==> src/rtl/io_channel_bank.sv <==
// io_channel_bank: I/O channel responder with output registers, input
// synchronizers and an output-event FIFO drained over valid/ready.
module io_channel_bank #(
  parameter int FIFO_DEPTH  = 4,
  parameter int SYNC_STAGES = 2
) (
  input  logic         clock,
  input  logic         rst_l,
  input  logic [3:0]   IO_read_sel,
  output logic [14:0]  IO_read_data,
  input  logic [3:0]   IO_write_sel,
  input  logic [14:0]  IO_write_data,
  input  logic         IO_write_en,
  input  logic [119:0] ext_in,
  output logic [119:0] chan_out,
  output logic [7:0]   in_change,
  output logic         ev_valid,
  input  logic         ev_ready,
  output logic [2:0]   ev_chan,
  output logic [14:0]  ev_data,
  output logic         ev_overflow,
  input  logic         ev_ovf_clr
);

  localparam int PW = (FIFO_DEPTH > 2) ? $clog2(FIFO_DEPTH) : 1;
  localparam int CW = PW + 1;
  localparam logic [CW-1:0] FULL_CNT = CW'(FIFO_DEPTH);

  logic [14:0]   r_out  [8];
  logic [14:0]   r_sync [8][SYNC_STAGES];
  logic [14:0]   r_hist [8];
  logic [17:0]   r_mem  [FIFO_DEPTH];
  logic [PW-1:0] r_wptr;
  logic [PW-1:0] r_rptr;
  logic [CW-1:0] r_count;
  logic          r_ovf;

  logic w_out_wr;
  logic w_full;
  logic w_pop;
  logic w_push;
  logic w_drop;

  assign w_out_wr = IO_write_en & ~IO_write_sel[3];
  assign w_full   = (r_count == FULL_CNT);
  assign w_pop    = ev_valid & ev_ready;
  assign w_push   = w_out_wr & (~w_full | w_pop);
  assign w_drop   = w_out_wr & w_full & ~w_pop;

  // Output channel registers loaded by writeback-stage writes
  always_ff @(posedge clock or negedge rst_l) begin
    if (!rst_l) begin
      for (int i = 0; i < 8; i++) r_out[i] <= '0;
    end else if (w_out_wr) begin
      r_out[IO_write_sel[2:0]] <= IO_write_data;
    end
  end

  // Input channel synchronizer chains plus change-detect history
  always_ff @(posedge clock or negedge rst_l) begin
    if (!rst_l) begin
      for (int i = 0; i < 8; i++) begin
        for (int s = 0; s < SYNC_STAGES; s++) r_sync[i][s] <= '0;
        r_hist[i] <= '0;
      end
    end else begin
      for (int i = 0; i < 8; i++) begin
        r_sync[i][0] <= ext_in[15*i +: 15];
        for (int s = 1; s < SYNC_STAGES; s++)
          r_sync[i][s] <= r_sync[i][s-1];
        r_hist[i] <= r_sync[i][SYNC_STAGES-1];
      end
    end
  end

  // Event FIFO storage, pointers and occupancy
  always_ff @(posedge clock or negedge rst_l) begin
    if (!rst_l) begin
      for (int i = 0; i < FIFO_DEPTH; i++) r_mem[i] <= '0;
      r_wptr  <= '0;
      r_rptr  <= '0;
      r_count <= '0;
    end else begin
      if (w_push) begin
        r_mem[r_wptr] <= {IO_write_sel[2:0], IO_write_data};
        r_wptr <= r_wptr + 1'b1;
      end
      if (w_pop) r_rptr <= r_rptr + 1'b1;
      if (w_push && !w_pop)      r_count <= r_count + 1'b1;
      else if (!w_push && w_pop) r_count <= r_count - 1'b1;
    end
  end

  // Sticky overflow flag; a drop beats a simultaneous clear
  always_ff @(posedge clock or negedge rst_l) begin
    if (!rst_l)          r_ovf <= 1'b0;
    else if (w_drop)     r_ovf <= 1'b1;
    else if (ev_ovf_clr) r_ovf <= 1'b0;
  end

  // Combinational channel read with same-cycle write bypass
  always_comb begin
    IO_read_data = '0;
    if (IO_read_sel[3]) begin
      IO_read_data = r_sync[IO_read_sel[2:0]][SYNC_STAGES-1];
    end else if (w_out_wr && IO_write_sel == IO_read_sel) begin
      IO_read_data = IO_write_data;
    end else begin
      IO_read_data = r_out[IO_read_sel[2:0]];
    end
  end

  // Flatten output registers and compute input change pulses
  always_comb begin
    chan_out  = '0;
    in_change = '0;
    for (int i = 0; i < 8; i++) begin
      chan_out[15*i +: 15] = r_out[i];
      in_change[i] = (r_sync[i][SYNC_STAGES-1] != r_hist[i]);
    end
  end

  assign ev_valid    = (r_count != '0);
  assign ev_chan     = r_mem[r_rptr][17:15];
  assign ev_data     = r_mem[r_rptr][14:0];
  assign ev_overflow = r_ovf;

endmodule

==> config.mk <==
export PLATFORM = sky130hd
export DESIGN_NAME = io_channel_bank
export DESIGN_NICKNAME = d
export VERILOG_FILES = /design/src/rtl/io_channel_bank.sv
export SDC_FILE = /design/constraint.sdc
export NUM_CORES = 1
export LEC_CHECK = 0
export CAP_MARGIN = 10
export CORE_MARGIN = 2
export CORE_UTILIZATION = 58
export DETAILED_ROUTE_END_ITERATION = 8
export PLACE_DENSITY = 0.87
export SETUP_SLACK_MARGIN = 0.3
export SLEW_MARGIN = 20
export SYNTH_ARGS = -nofsm -noshare
export SYNTH_HDL_FRONTEND = slang
export SYNTH_SLANG_ARGS = --single-unit
export TNS_END_PERCENT = 10
==> constraint.sdc <==
create_clock -name clock -period 4.5 [get_ports clock]
set_input_delay 1.125 -clock clock [delete_from_list [all_inputs] [get_ports clock]]
set_output_delay 1.125 -clock clock [all_outputs]
set_load 0.01 [all_outputs]
## Word-level counts from Yosys, hierarchy flattened

Index checks and enable logic that the tools add are counted.

- Bits in writable memories: 0
- Memory bits (read-only): 0
- Bits of input ports: 148
- Output and inout port bits: 163
- Flip-flop bits (word level): 560
- Memories kept: 0
- Latch bits: 0

- Bitwise gates (word level): 13
- Muxes and demuxes: 21
- Order comparisons: 6
- Shift operators: 0
- Div/mod/pow operators: 0
- Equality and inequality tests: 10
- Reduce and logical (&&, ||, !) cells: 10
- Add/sub/neg operators: 4
- $mul: 0

Operator list:

| kind | count |
|---|---|
| $bwmux 120 | 1 |
| $ne 15x15->1 | 8 |
| $mux 15 | 7 |
| $bmux 30 s3 | 1 |
| $bwmux 72 | 1 |
| $mux 18 | 3 |
| $bmux 15 s3 | 1 |
| $demux 15 s3 | 1 |
| $bmux 18 s2 | 1 |
| $demux 18 s2 | 1 |
| $ge 4x4->1 const B | 2 |
| $not 3->4 | 2 |
| $ge 3x3->1 const B | 2 |
| $mux 3 | 2 |
| $not 2->3 | 2 |
| $and 1x1->1 | 5 |
| $logic_and 1x1->1 | 5 |
| $add 2x1->2 const B | 2 |
| $eq 4x4->1 | 1 |
| $lt 4x1->1 const B | 1 |
| $reduce_bool 2->1 | 2 |
| $add 3x1->3 const B | 1 |
| $eq 3x3->1 const B | 1 |
| $lt 3x1->1 const B | 1 |
| 6 further kinds | 10 |

## Logic depth before layout (Yosys ltp)

- Depth in word-level cells: 8
- Gate-level depth with buffers: 8

## Worst setup path before layout

No wires, ideal clock.

- Kind: input to output
- Start: input port IO_read_sel[0]
- End: output port IO_read_data[10]
- Path slack: 1.116 ns
- Required time: 3.375 ns
- Data arrival time: 2.259 ns
- Stages: 5
- Cells stage by stage: buf_4 -> buf_4 -> mux4_2 -> mux2i_1 -> a22oi_1

- Longest elaborated chain between the ends: 6
- Elaborated cells on any way between the ends: 11
- Those cells by class: eq/ne (1); mux (8); bitwise (1); reduce/logical (1)

RTL lines:

| what | RTL line | text |
|---|---|---|
| from (decl) | 9 | `input logic [3:0] IO_read_sel,` |
| $not 3->4 (implied by the code) | 105, 109 |  |
| $bmux 15 s3 | 109 | `IO_read_data = r_out[IO_read_sel[2:0]];` |
| $mux 15 (implied by the code) (2 in a row) | 109 |  |
| $mux 15 | 106 | `end else if (w_out_wr && IO_write_sel == IO_read_sel) begin` |
| $mux 15 * | 104 | `if (IO_read_sel[3]) begin` |
| to (decl) | 10 | `output logic [14:0] IO_read_data,` |

Mark *: on every way between the ends. The rest lies on a longest branch, timed or not. The select of a mux whose other input is x is not followed.

## Worst setup path in the final report

- Start: input port IO_read_sel[2]
- End: output port IO_read_data[3]

Same word-level chain as after synthesis.

==> impl_metrics.toml <==
[cts]
tritoncts = "yes"
clock_transition_at_path_regs_ns = 0.06
cts.sinks = 560
clk_tree_root_cell = "clkbuf_16"
worst_skew_pair.late_latency_ns = 0.59
cts_buffers = 53
cts_hold_buffers = 0
max-clock-path-buffers = 3
htreeDepth = 2

[timing]
worstMarginPinSlew_ns = 1.05
clock-skew-final_ns = 0.0187
post-route-period-util_pct = 99.3
fmax_ghz = 0.224
final-hold-violation-count = 0
timing.max_slew.rel_slack_pct = 30.3
finalCriticalPeriod_ns = 4.47
hold_slack_ns = 0.343
setup-violations-final = 0
number_of_max_slew_violations_in_the_final_report = 0
grt_setup_unrepaired = "yes"
timing.final.ws_setup_ns = 0.0307

[critical_path]
setup.worst_path.class = "input port to output pin"
critical_path_arrival_ns = 3.34
critical_path.startpoint_type = "input port"
worst-path-max-fanout = 15
timing.critical_path.to_type = "output pin"
critical_path_required_ns = 3.38

[floorplanning]
core_area_um2 = 35300
start_util_pct = 58.4
die_area_um2 = 37100
die_y_um = 193
floorplan.die.width_um = 193
floorplan.io_pins = 311
placement_rows = 69

[global_routing]
number_of_global_route_vias_before_repair = 13181
grt_max_degree = 99
gr-total-overflow = 0
grt_first_pass_wirelength_mm = 81.3
global_route.usage.total_pct = 30.1
grt_antenna_before_repair = 2

[place]
dp_slack_ns = -0.275
port_buffers = 310
place.gp.congestion = 0.899
dpl.hpwl_mm = 36.5
place.detailed.instances = 1984

[synth]
synthCells = 1222
synth_largest_type_area_fraction_pct = 67.9
synth-seq-cells = 560
syn_nets = 1376
yosysTopAreaCell = "dfrtp_1"
sequential_share_of_the_synthesized_area_pct = 67.9
synth_cell_types = 39
synth_area_per_cell_um2 = 16.9
netlist_top_cells_area = "dfrtp_1 (68%), mux2_2 (9.8%), mux4_2 (5.5%)"
yosysWarnings = 0
post_synth_design_cell_area_um2 = 20600

[drt]
post_drt_wl_per_cell_um = 25.9
final_wl_mm = 53.9
drcViolationCount = 0
post_route_ant_nets = 0
vias = 12215
initial_detailed_routing_violation_count = 1024
detail_route.first_pass.iterations = 5
viasPerCell = 5.87

[finish]
final_net_count = 1732
final_core_util_pct = 74.7
instances_no_fill = 2082
layout-drive-gt1-share_pct = 24.2
flow.area_growth_from_synthesis_pct = 27.8

[power]
vdd_drop_max_mv = 0.469
leakagePower_nw = 11.6
p_total_mw = 14.2
p_per_area_nw_per_um2 = 539

[flow_run]
drv.max_cap_violation_count = 0

[worst_hold_path]
hold_path_class = "register to register"

[status]
outcome = "completed"
-- through the flow --
stage	area, um^2	setup TNS (ns)
global placement	24500	-2.79
detailed placement	24500	-3.41
finish	26400	0
global route	26400	0
CTS	26400	0
floorplan	20600	0
-- where the power goes --
group	switching, mW	internal, mW	leakage, nW
Clock	1.89	2.79	0.906
Combinational	1.27	1.84	4.03
Sequential	0.623	5.81	6.63
Total	3.79	10.4	11.6
-- area by class of cell --
cell class                      instances  area, um^2
Clock buffer                           80        1590
Timing Repair Buffer                  362        3620
Clock inverter                         17         269
Tap cell                              461         577
Sequential cell                       560       14000
Multi-Input combinational cell        596        6270
Fill cell                            2022        8950
Inverter                                5        18.8
Antenna cell                            1        2.50
-- metal layers --
metal,share of wire (%),vias to the layer above,global-route usage [%]
met2,49,596,48.8
met3,8.3,161,7.69
met4,4.1,2,11.9
met1,38,6401,39.3
met5,0.022,-,0
li1,-,5055,-
-- layout by cell type, fill, tap and decap left out, types with 2 or more instances in the layout --
master / n
mux2_2: 179
ha_1: 5
nand3_1: 16
nor2_2: 2
buf_4: 42
clkbuf_8: 14
nor2_1: 2
nand2_4: 4
clkdlybuf4s50_1: 305
xor2_1: 122
nor3b_2: 2
clkbuf_1: 12
nand2_1: 4
dfrtp_1: 560
nor3_1: 8
buf_12: 10
nand3b_2: 2
bufinv_16: 6
a22oi_1: 40
mux2i_1: 70
a22oi_2: 3
clkbuf_16: 54
xnor2_1: 7
clkinv_2: 6
mux4_2: 50
nand4_1: 9
inv_1: 5
mux2_1: 15
nor4_1: 24
clkinvlp_4: 3
a21oi_1: 15
-- sequential cells by signal, summed over array words and instances (netlist names) --
name         flops
r_sync         240
r_wptr           2
chan_out       120
ev_overflow      1
r_rptr           2
r_count          3
r_mem           72
r_hist         120
-- synthesized netlist by cell type (all sizes together) --
library cell,instances
a21oi,15
a22oi,43
a32o,1
and2,1
and4,1
buf,35
clkbuf,26
dfrtp,560
fa,1
ha,5
inv,5
mux2,194
mux2i,71
mux4,50
nand2,9
nand2b,1
nand3,16
nand3b,2
nand4,10
nor2,6
nor2b,2
nor3,9
nor3b,3
nor4,24
nor4b,1
o21ai,1
or3,1
xnor2,7
xor2,122
-- worst max-delay path, cell delays in order --
cell,delay (ns)
clkdlybuf4s50_1,0.46
buf_4,0.20
xnor2_1,0.16
and4_1,0.26
buf_12,0.18
a21oi_1,0.08
a22oi_1,0.27
clkdlybuf4s50_1,0.60
-- cell families (layout without fill, tap and decap cells) --
group                    count (synthesis)  count (layout)  synth area share [%]
AO/OA/AOI/OAI                           60              60                  2.00
XOR/XNOR                               129             129                  5.48
adder cells (fa/ha/maj)                  6               6                 0.400
buffers and inverters                   66             464                  1.86
flip-flops                             560             560                  67.9
multiplexers                           315             315                  19.5
other                                    0               1                     0
AND/OR/NAND/NOR                         86              86                  2.86
-- worst paths after layout --
path                                 from               to  slack, ns  depth (start not counted)
min in group asynchronous           rst_l        r_rptr[0]       0.59                          1
setup / recovery           IO_read_sel[2]  IO_read_data[3]       0.03                          8
hold / removal                 r_sync[77]       r_sync[62]       0.34                          0
hold reg to reg                r_sync[77]       r_sync[62]       0.34                          0
setup reg to reg               r_count[1]       r_count[1]       2.32                          6
max in group asynchronous           rst_l      r_sync[165]       2.83                          2
-- repair_timing --
action / in CTS / in global routing
setup buffers: 0 / 0
gates resized for setup: 9 / 1
setup endpoints to repair: 15 / 15
Note: power is estimated with default switching activity, not from simulation.
